File: config.mk
export PLATFORM = sky130hd
export DESIGN_NAME = uart_rx
export DESIGN_NICKNAME = d
export VERILOG_FILES = /design/src/rtl/uart_rx.sv
export SDC_FILE = /design/constraint.sdc
export NUM_CORES = 1
export LEC_CHECK = 0
export CORE_AREA = 2 2 40 79
export DETAILED_ROUTE_END_ITERATION = 12
export DIE_AREA = 0 0 42 81
export PLACE_DENSITY = 0.75
export SETUP_SLACK_MARGIN = 0.02
export SLEW_MARGIN = 40
export SYNTH_ARGS = -nofsm -noshare
export SYNTH_HDL_FRONTEND = slang
export SYNTH_SLANG_ARGS = --single-unit
File: constraint.sdc
create_clock -name clk -period 3.15 [get_ports clk]
set_input_delay 0.63 -clock clk [delete_from_list [all_inputs] [get_ports clk]]
set_output_delay 0.63 -clock clk [all_outputs]
set_load 0.01 [all_outputs]
File: src/rtl/uart_rx.sv
// UART receiver: synchronised rx line, mid-bit sampling, 8 data bits LSB first,
// optional parity, one stop bit. Registered byte plus error flags with a one-cycle valid strobe.
module uart_rx #(
  parameter int unsigned CLKS_PER_BIT = 1,
  parameter int unsigned SYNC_STAGES  = 2
) (
  input  logic       clk,
  input  logic       rst,
  input  logic       rx,
  input  logic       parity_en,
  input  logic       even_parity,
  output logic [7:0] data_out,
  output logic       rx_valid,
  output logic       rx_busy,
  output logic       parity_err,
  output logic       frame_err
);

  localparam int unsigned CNT_W = (CLKS_PER_BIT > 1) ? $clog2(CLKS_PER_BIT) : 1;
  localparam int unsigned MID   = (CLKS_PER_BIT - 1) / 2;

  typedef enum logic [2:0] {IDLE, START, DATA, PARITY, STOP, WAIT_HIGH} state_t;

  state_t             state_q, state_d;
  logic [SYNC_STAGES-1:0] sync_q;
  logic               rx_s;
  logic [CNT_W-1:0]   cnt_q, cnt_d;
  logic [2:0]         bit_q, bit_d;
  logic [7:0]         shreg_q, shreg_d;
  logic               par_bit_q, par_bit_d;
  logic               pe_q, pe_d;
  logic               ep_q, ep_d;
  logic [7:0]         data_d;
  logic               valid_d, busy_d, perr_d, ferr_d;
  logic               sample_c;

  // Synchroniser resets to idle-high so reset never looks like a start bit
  always_ff @(posedge clk or posedge rst) begin
    if (rst) sync_q <= '1;
    else     sync_q <= {sync_q[SYNC_STAGES-2:0], rx};
  end

  assign rx_s     = sync_q[SYNC_STAGES-1];
  assign sample_c = (cnt_q == '0);

  always_ff @(posedge clk or posedge rst) begin
    if (rst) begin
      state_q    <= IDLE;
      cnt_q      <= '0;
      bit_q      <= '0;
      shreg_q    <= '0;
      par_bit_q  <= 1'b0;
      pe_q       <= 1'b0;
      ep_q       <= 1'b0;
      data_out   <= '0;
      rx_valid   <= 1'b0;
      rx_busy    <= 1'b0;
      parity_err <= 1'b0;
      frame_err  <= 1'b0;
    end else begin
      state_q    <= state_d;
      cnt_q      <= cnt_d;
      bit_q      <= bit_d;
      shreg_q    <= shreg_d;
      par_bit_q  <= par_bit_d;
      pe_q       <= pe_d;
      ep_q       <= ep_d;
      data_out   <= data_d;
      rx_valid   <= valid_d;
      rx_busy    <= busy_d;
      parity_err <= perr_d;
      frame_err  <= ferr_d;
    end
  end

  // Next state: cnt_q counts down to the next sample edge, reloading a full bit period
  always_comb begin
    state_d   = state_q;
    cnt_d     = cnt_q;
    bit_d     = bit_q;
    shreg_d   = shreg_q;
    par_bit_d = par_bit_q;
    pe_d      = pe_q;
    ep_d      = ep_q;
    data_d    = data_out;
    valid_d   = 1'b0;
    perr_d    = parity_err;
    ferr_d    = frame_err;

    if (state_q != IDLE && state_q != WAIT_HIGH)
      cnt_d = sample_c ? CNT_W'(CLKS_PER_BIT - 1) : cnt_q - CNT_W'(1);

    case (state_q)
      IDLE: begin
        if (!rx_s) begin
          pe_d  = parity_en;
          ep_d  = even_parity;
          bit_d = '0;
          // With MID=0 the start bit is sampled at detection itself
          if (MID == 0) begin
            state_d = DATA;
            cnt_d   = CNT_W'(CLKS_PER_BIT - 1);
          end else begin
            state_d = START;
            cnt_d   = CNT_W'(MID - 1);
          end
        end
      end
      START: begin
        if (sample_c) state_d = rx_s ? IDLE : DATA;
      end
      DATA: begin
        if (sample_c) begin
          shreg_d = {rx_s, shreg_q[7:1]};
          bit_d   = bit_q + 3'd1;
          if (bit_q == 3'd7) state_d = pe_q ? PARITY : STOP;
        end
      end
      PARITY: begin
        if (sample_c) begin
          par_bit_d = rx_s;
          state_d   = STOP;
        end
      end
      STOP: begin
        if (sample_c) begin
          data_d  = shreg_q;
          perr_d  = pe_q & (par_bit_q != (ep_q ? ^shreg_q : ~^shreg_q));
          ferr_d  = ~rx_s;
          valid_d = 1'b1;
          state_d = rx_s ? IDLE : WAIT_HIGH;
        end
      end
      WAIT_HIGH: begin
        if (rx_s) state_d = IDLE;
      end
      default: state_d = IDLE;
    endcase

    busy_d = (state_d != IDLE) && (state_d != WAIT_HIGH);
  end

endmodule

; After elaboration in Yosys (flattened, before gate mapping)
; Cells that the tools add are included.
[totals]
regBits = 32
input_bits = 5
out_inout_bits = 12
[classes]
addsub = 2
n_eq_ne = 11
mux = 21
bitwise = 3
reduce_logical = 13
[op_table]
columns = operator, n
row1 = two-way mux 3 bit, 11
row2 = case mux 3 bit (6 select lines), 1
row3 = == test 3 bit (second input constant), 3
row4 = AND reduction 2 bit, 4
row5 = XNOR reduction 8 bit, 1
row6 = XOR reduction 8 bit, 1
row7 = two-way mux 1 bit, 7
row8 = == test 3 x 2 -> 1 bit (second input constant), 2
row9 = inequality test 3 bit (second input constant), 2
row10 = case mux 3 bit (2 select lines), 1
row11 = nonzero test 3 bit, 2
row12 = inequality test 2 bit (second input constant), 2
row13 = adder 3 x 1 -> 3 bit (second input constant), 1
row14 = == test 3 x 1 -> 1 bit (second input constant), 1
row15 = logical NOT 3 bit, 1
row16 = AND reduction 3 bit, 1
row17 = logical AND 1 bit, 2
row18 = two-way mux 2 bit, 1
row19 = inverter 1 bit, 2
row20 = nonzero test 2 bit, 1
row21 = AND 1 bit, 1
row22 = inequality test 1 bit, 1
row23 = subtractor 1 bit (second input constant), 1

; Longest topological paths before layout
; Gate-level depths: netlist of run 1.
[depth]
ltp_word = 6
ltp_mapped = 6

; Worst setup path before layout of run 1
; Ideal clock, no wire load.
[synth_path]
path_kind = register to register
start = register state_q[0]
end = register data_out[0]
setup_ns = 0.125
arrival_time_ns = 1.395
setup_slack_ns = 1.630
path_stages_with_launch = 7
path_buffers = 3
cell_sequence = dfrtp_1 buf_6 or2_1 buf_6 nor2_4 buf_8 mux2_4
[synth_between]
elab_chain_len = 2
[synth_rtl]
columns = item, line
row1 = from (decl), 24  ; state_t state_q, state_d;
row2 = from (signal assigned), 61  ; state_q <= state_d;
row3 = == test 3 bit, 93  ; case (state_q)
row4 = AND reduction 2 bit (no line), -
row5 = to (signal assigned), 68  ; data_out <= data_d;
row6 = to (decl), 12  ; output logic [7:0] data_out,
; Every way passes these cells.
; A chain may end at the register's enable or synchronous reset.

; Final worst setup path of run 1
[layout_path]
start = register data_out[5]
end = output data_out[5]
; No word-level cell between the ends.

==> results.md, run 1 <==
- Syn nets: 118
- WHS Path Cells: 0
- CTS Buffer Depth: 2
- Final Slew Violations: 0
- Final setup violation count: 0
- Final core utilization: 0.6063
- Synthesized area per cell: 13.29 sq um
- Drt wl/cell: 14.56 microns
- Buf/Inv on CP: 1
- Yosys top cell area share: 0.5089
- Crit path required time: 2.52 ns
- Setup TNS: 0 ns
- Port Buffer Count: 16
- Die W: 42 microns
- Tightest Pin Transition: 0.6575 ns
- DRC: 0
- Outcome: finished, final reports clean
- Grt met1 use: 0.2012
- F_max: 0.5533 GHz
- DR iter-0 viols: 10
- Crit-path cells: clkdlybuf4s50_1
- CTS sink count: 32
- PostCTS Resize Cnt: 0
- Pleak: 0.7816 nW
- Worst Hold Class: reg -> reg
- First-pass GRT wire length: 4312 microns
- Antenna viol nets, final: 0
- VDD IR max: 0.6079 mV
- Layout area overhead: 16.62%
- Post-CTS Hold Buffers: 0
- Global routing usage on met3: 0.05556
- # fillers: 226
- Share of cells above drive strength 1: 0.2424
- MaxCap Viol Count: 0
- Die ar.: 3402 sq um
- GP Congestion: 0.7480
- Clock latency at the later pin of the worst-skew pair: 0.29 ns
- Clk slew on worst S/H paths: 0.06 ns
- P per Cell Area: 995.3 nW/um^2
- CTS tree: yes
- Antenna diodes: 0
- Yosys warning count: 0
- CP endpoint kind: output port
- Startpoint Class: flip-flop
- Vias in the first global route: 927
- FF-to-FF path depth: 3
- Cell row count: 28
- Distinct cell type count after synthesis: 34
- Synth area leaders: dfrtp_1 (51%), mux2_2 (8.4%), mux2_4 (8.1%), dfstp_2 (3.6%), xnor2_1 (3.6%)
- Final hold vios: 0
- Largest net degree at the start of global routing: 19
- DIE HEIGHT: 81 microns
- Final worst path period share: 0.5737
- Sequential share of the synthesized area: 0.5445
- GR peak layer: met2
- Dpl hpwl: 1646 microns
- Core Box Area: 2838 sq um
- Clk_skew: 0.01051 ns
- Max incr delay on CP: 0.54 ns
- RSZ-0062 raised after global routing: false
- Post-Syn Area: 1475 sq um
- Initial antenna violation count: 0
- Seq. cell area: 803.3 sq um
- Vias per cell: 5.481
- Minimum clock period: 1.807 ns
- Vias: 888
- Levels on crit path: 1
- Post-synth top area cell: dfrtp_1
- Root Buffer: clkbuf_8
- CTS HTree Levels: 2
- Total CTS buffers: 5
- Multi-input gate area: 626.9 sq um
- Grt met2 use: 0.2688
- Seq cells post-synth: 32
- Starting Density: 0.5198
- # IOs: 17
- Initial DRT Pass Iterations: 4
- CP max stage cell: clkdlybuf4s50_1
- Nets: 139
- Crit path arrival time: 1.18 ns
- Crit-path max FO: 2
- Total gr overflow: 0
- Total track usage: 0.1771
- Post-Route WL: 2358 microns
- Top delay family on crit path: buffers and inverters
- Setup bufs post-CTS: 0
- Crit Path Class: reg -> out
- Synth Instances: 111
- Max-slew headroom: 0.5590
-- cells in the mapped netlist (all sizes together) --
cell    number
a221oi       1
o31ai        1
nor2         7
o21bai       1
nand2        8
nor4         1
or2          2
a21o         3
nand2b       6
xor2         1
and3         1
a21oi        2
mux2        19
dfrtp       30
xnor2        6
nor2b        2
nand3        1
mux2i        1
xnor3        1
ha           2
dfstp        2
buf          3
o21ai        5
nor3         1
inv          2
a31o         1
o22ai        1
-- state kept, by name, indices dropped and copies added (netlist names) --
| signal | flops |
|---|---|
| state_q | 3 |
| par_bit_q | 1 |
| rx_valid | 1 |
| parity_err | 1 |
| shreg_q | 8 |
| sync_q | 2 |
| ep_q | 1 |
| bit_q | 3 |
| pe_q | 1 |
| frame_err | 1 |
| rx_busy | 1 |
| data_out | 8 |
| cnt_q | 1 |
-- where the power goes --
group	leakage (nW)	switching [W]	internal [W]	total [W]
logic	0.345	0.000263	0.000462	0.000725
registers	0.396	0.000130	0.000569	0.000698
clock network	0.0410	0.000140	0.000150	0.000289
-- cell usage in the layout, fill, tap and decap left out, types with 2 or more instances in the layout --
cell type	instances
nand2_1	8
mux2_4	8
mux2_2	11
ha_1	2
o21ai_1	2
a21oi_1	2
nor2b_1	2
xnor2_1	6
nand2b_1	5
clkbuf_8	5
dfstp_2	2
a21o_1	3
dfrtp_1	30
nor2_1	5
o21ai_0	3
clkdlybuf4s50_1	16
-- area by class of cell --
class	count	share of cell area
Clock buffer	6	0.04218
Inverter	2	0.004364
Timing Repair Buffer	17	0.09745
Clock inverter	1	0.002909
Sequential cell	32	0.4669
Multi-Input combinational cell	74	0.3644
Tap cell	30	0.02182
-- logic make-up (layout without fill, tap and decap cells) --
| group | after synthesis | count (layout) | share of synthesized area |
|---|---|---|---|
| adder cells (fa/ha/maj) | 2 | 2 | 0.01696 |
| buffers and inverters | 5 | 26 | 0.03053 |
| AO/OA/AOI/OAI | 15 | 15 | 0.06531 |
| flip-flops | 32 | 32 | 0.5445 |
| multiplexers | 20 | 20 | 0.1722 |
| XOR/XNOR | 8 | 8 | 0.05683 |
| AND/OR/NAND/NOR | 29 | 29 | 0.1137 |
-- per-stage QoR --
step / worst slack, ns / hold WS, ns / power, W / cell area [sq um] / cells
after CTS: 1.321 / 0.3610 / 0.001739 / 1720 / 162
final: 1.343 / 0.3587 / 0.001712 / 1720 / 162
after detailed placement: 1.298 / 0.3527 / 0.001440 / 1643 / 155
after global placement: 1.323 / 0.3462 / 0.001423 / 1643 / 155
after floorplan: 1.630 / 0.3452 / 0.001237 / 1475 / 111
after global routing: 1.291 / 0.3706 / 0.001848 / 1720 / 162
-- final timing paths --
check	slack (ns)	endpoint	startpoint
max in group asynchronous	1.84	sync_q[1]$_DFF_PP1_	rst
worst max-delay path	1.34	data_out[5]	data_out[5]$_DFFE_PP0P_
worst max register to register	1.42	data_out[3]$_DFFE_PP0P_	state_q[0]$_DFF_PP0_
min in group asynchronous	0.66	frame_err$_DFFE_PP0P_	rst
worst min-delay path	0.36	sync_q[1]$_DFF_PP1_	sync_q[0]$_DFF_PP1_
worst min register to register	0.36	sync_q[1]$_DFF_PP1_	sync_q[0]$_DFF_PP1_
-- metal layers --
metal | share of wire | vias up | wire length, microns
met2 | 0.48 | 22 | 1141
li1 | - | 422 | -
met3 | 0.045 | 8 | 105
met1 | 0.43 | 436 | 1005
met5 | 0 | - | 0
met4 | 0.045 | 0 | 105
No activity file was read; power rests on OpenSTA's default activity.
==> run 2: changes to the inputs <==
Clock period 3.15 ns to 1.7 ns, I/O delays scaled along.
==> results.md, run 2 (synthesis gave the netlist of run 1 again) <==
- Die W: 42 microns
- Core Box Area: 2838 sq um
- Crit path launch: state_q[0]$_DFF_PP0_
- First-pass GRT wire length: 4181 microns
- Setup bufs post-CTS: 0
- Reg2reg setup slack: 0.1 ns
- Crit-path max FO: 11
- CTS tree: yes
- DRC: 0
- CTS Buffer Depth: 2
- RR Startpoint: state_q[0]$_DFF_PP0_
- # IOs: 17
- CTS HTree Levels: 2
- Crit path required time: 1.87 ns
- Initial antenna violation count: 0
- Clk_skew: 0.008414 ns
- P per Cell Area: 1830 nW/um^2
- Vias in the first global route: 941
- Worst Hold Class: reg -> reg
- Most frequent cells in the layout: dfrtp_1 (30), clkdlybuf4s50_1 (16), mux2_2 (11)
- RSZ-0062 raised after global routing: false
- Layout area overhead: 18.49%
- Total CTS buffers: 5
- Final setup violation count: 0
- Final worst path period share: 0.9424
- Dpl hpwl: 1624 microns
- CP max stage cell: nor2_4
- Port Buffer Count: 16
- Total track usage: 0.1713
- Tightest Pin Transition: 0.4302 ns
- Total gr overflow: 0
- Pleak: 0.8009 nW
- GP Congestion: 0.7325
- Largest regs: data_out x8, shreg_q x8
- Critical Path Sink: data_out[4]$_DFFE_PP0P_
- F_max: 0.6242 GHz
- Initial DRT Pass Iterations: 4
- Setup TNS: 0 ns
- Largest net degree at the start of global routing: 33
- Max incr delay on CP: 0.40 ns
- Post-Route WL: 2381 microns
- Share of cells above drive strength 1: 0.2537
- Final Slew Violations: 0
- Final hold vios: 0
- Max-slew headroom: 0.7105
- Starting Density: 0.5198
- Crit Path Class: reg -> reg
- Outcome: finished, final reports clean
- Die ar.: 3402 sq um
- Minimum clock period: 1.602 ns
- Startpoint Class: flip-flop
- Cell row count: 28
- FF-to-FF path depth: 3
- Vias: 905
- CTS sink count: 32
- Most common cell after layout, fill and taps aside: dfrtp_1
- Post-CTS Hold Buffers: 0
- Worst r2r dst: data_out[4]$_DFFE_PP0P_
- Crit-path cells: or2_1 -> nor2_4 -> mux2_4
- Nets: 141
- Clock latency at the later pin of the worst-skew pair: 0.29 ns
- Antenna diodes: 0
- VDD IR max: 1.082 mV
- Clk slew on worst S/H paths: 0.06 ns
- Design area: 1748 sq um
- MaxCap Viol Count: 0
- DIE HEIGHT: 81 microns
- DR iter-0 viols: 11
- Crit path arrival time: 1.77 ns
- Total Power: 0.003198 W
- PostCTS Resize Cnt: 0
- Antenna viol nets, final: 0
- Root Buffer: clkbuf_8
- CP endpoint kind: flip-flop
- Drt wl/cell: 14.52 microns
- Placed instance area: 1670 sq um
- Vias per cell: 5.518
## run 2: changes by cell type in the layout (fill, tap and decap cells not counted), sizes merged
cell / previous run / this run
buf: 1 / 3
clkinv: 2 / 1
inv: 1 / 2
## run 2: critical path: cells and delay by family, from the launching register on
kind,cells,cell delay (ns)
simple gates,2,0.76
mux,1,0.34
flops,1,0.37
## run 2: routing by layer
| metal | part of all wire | vias up | GRT usage | wire, microns |
|---|---|---|---|---|
| met5 | 0 | - | 0 | 0 |
| met4 | 0.034 | 0 | 0.1194 | 80 |
| met3 | 0.051 | 7 | 0.06000 | 122 |
| met2 | 0.49 | 28 | 0.2688 | 1170 |
| met1 | 0.42 | 443 | 0.1921 | 1007 |
| li1 | - | 427 | - | - |
## run 2: how the worst min path moves through the flow
stage / cells after the start / slack, ns / start / endpoint
6_report: 0 / 0.36 / sync_q[0]$_DFF_PP1_ / sync_q[1]$_DFF_PP1_
5_1_grt: 0 / 0.36 / sync_q[0]$_DFF_PP1_ / sync_q[1]$_DFF_PP1_
4_1_cts: 0 / 0.36 / sync_q[0]$_DFF_PP1_ / sync_q[1]$_DFF_PP1_
3_5_place_dp: 0 / 0.35 / sync_q[0]$_DFF_PP1_ / sync_q[1]$_DFF_PP1_
3_3_place_gp: 0 / 0.35 / sync_q[0]$_DFF_PP1_ / sync_q[1]$_DFF_PP1_
2_1_floorplan: 0 / 0.34 / rx / sync_q[0]$_DFF_PP1_
## run 2: final cells by class
cell class                 instances  area, sq um
tap                               30        37.54
fill                             218         1090
sequential                        32        803.3
clock inverter                     1        5.005
timing repair buffer              19        195.2
multi-input combinational         74        626.9
inverter                           2        7.507
clock buffer                       6        72.57
## run 2: power breakdown
group          internal [W]  switching [W]
clock              0.000277       0.000256
combinational      0.000863       0.000505
sequential          0.00105       0.000242
## run 2: stage by stage
step,util,hold slack [ns],cells,setup WS [ns]
after floorplan,-,0.3445,111,0.1799
after global placement,0.5886,0.3472,157,0.1586
after detailed placement,0.5886,0.3485,157,0.1128
after CTS,0.6160,0.3568,164,0.08720
after global routing,0.6160,0.3591,164,0.03946
final,0.6160,0.3562,164,0.09790
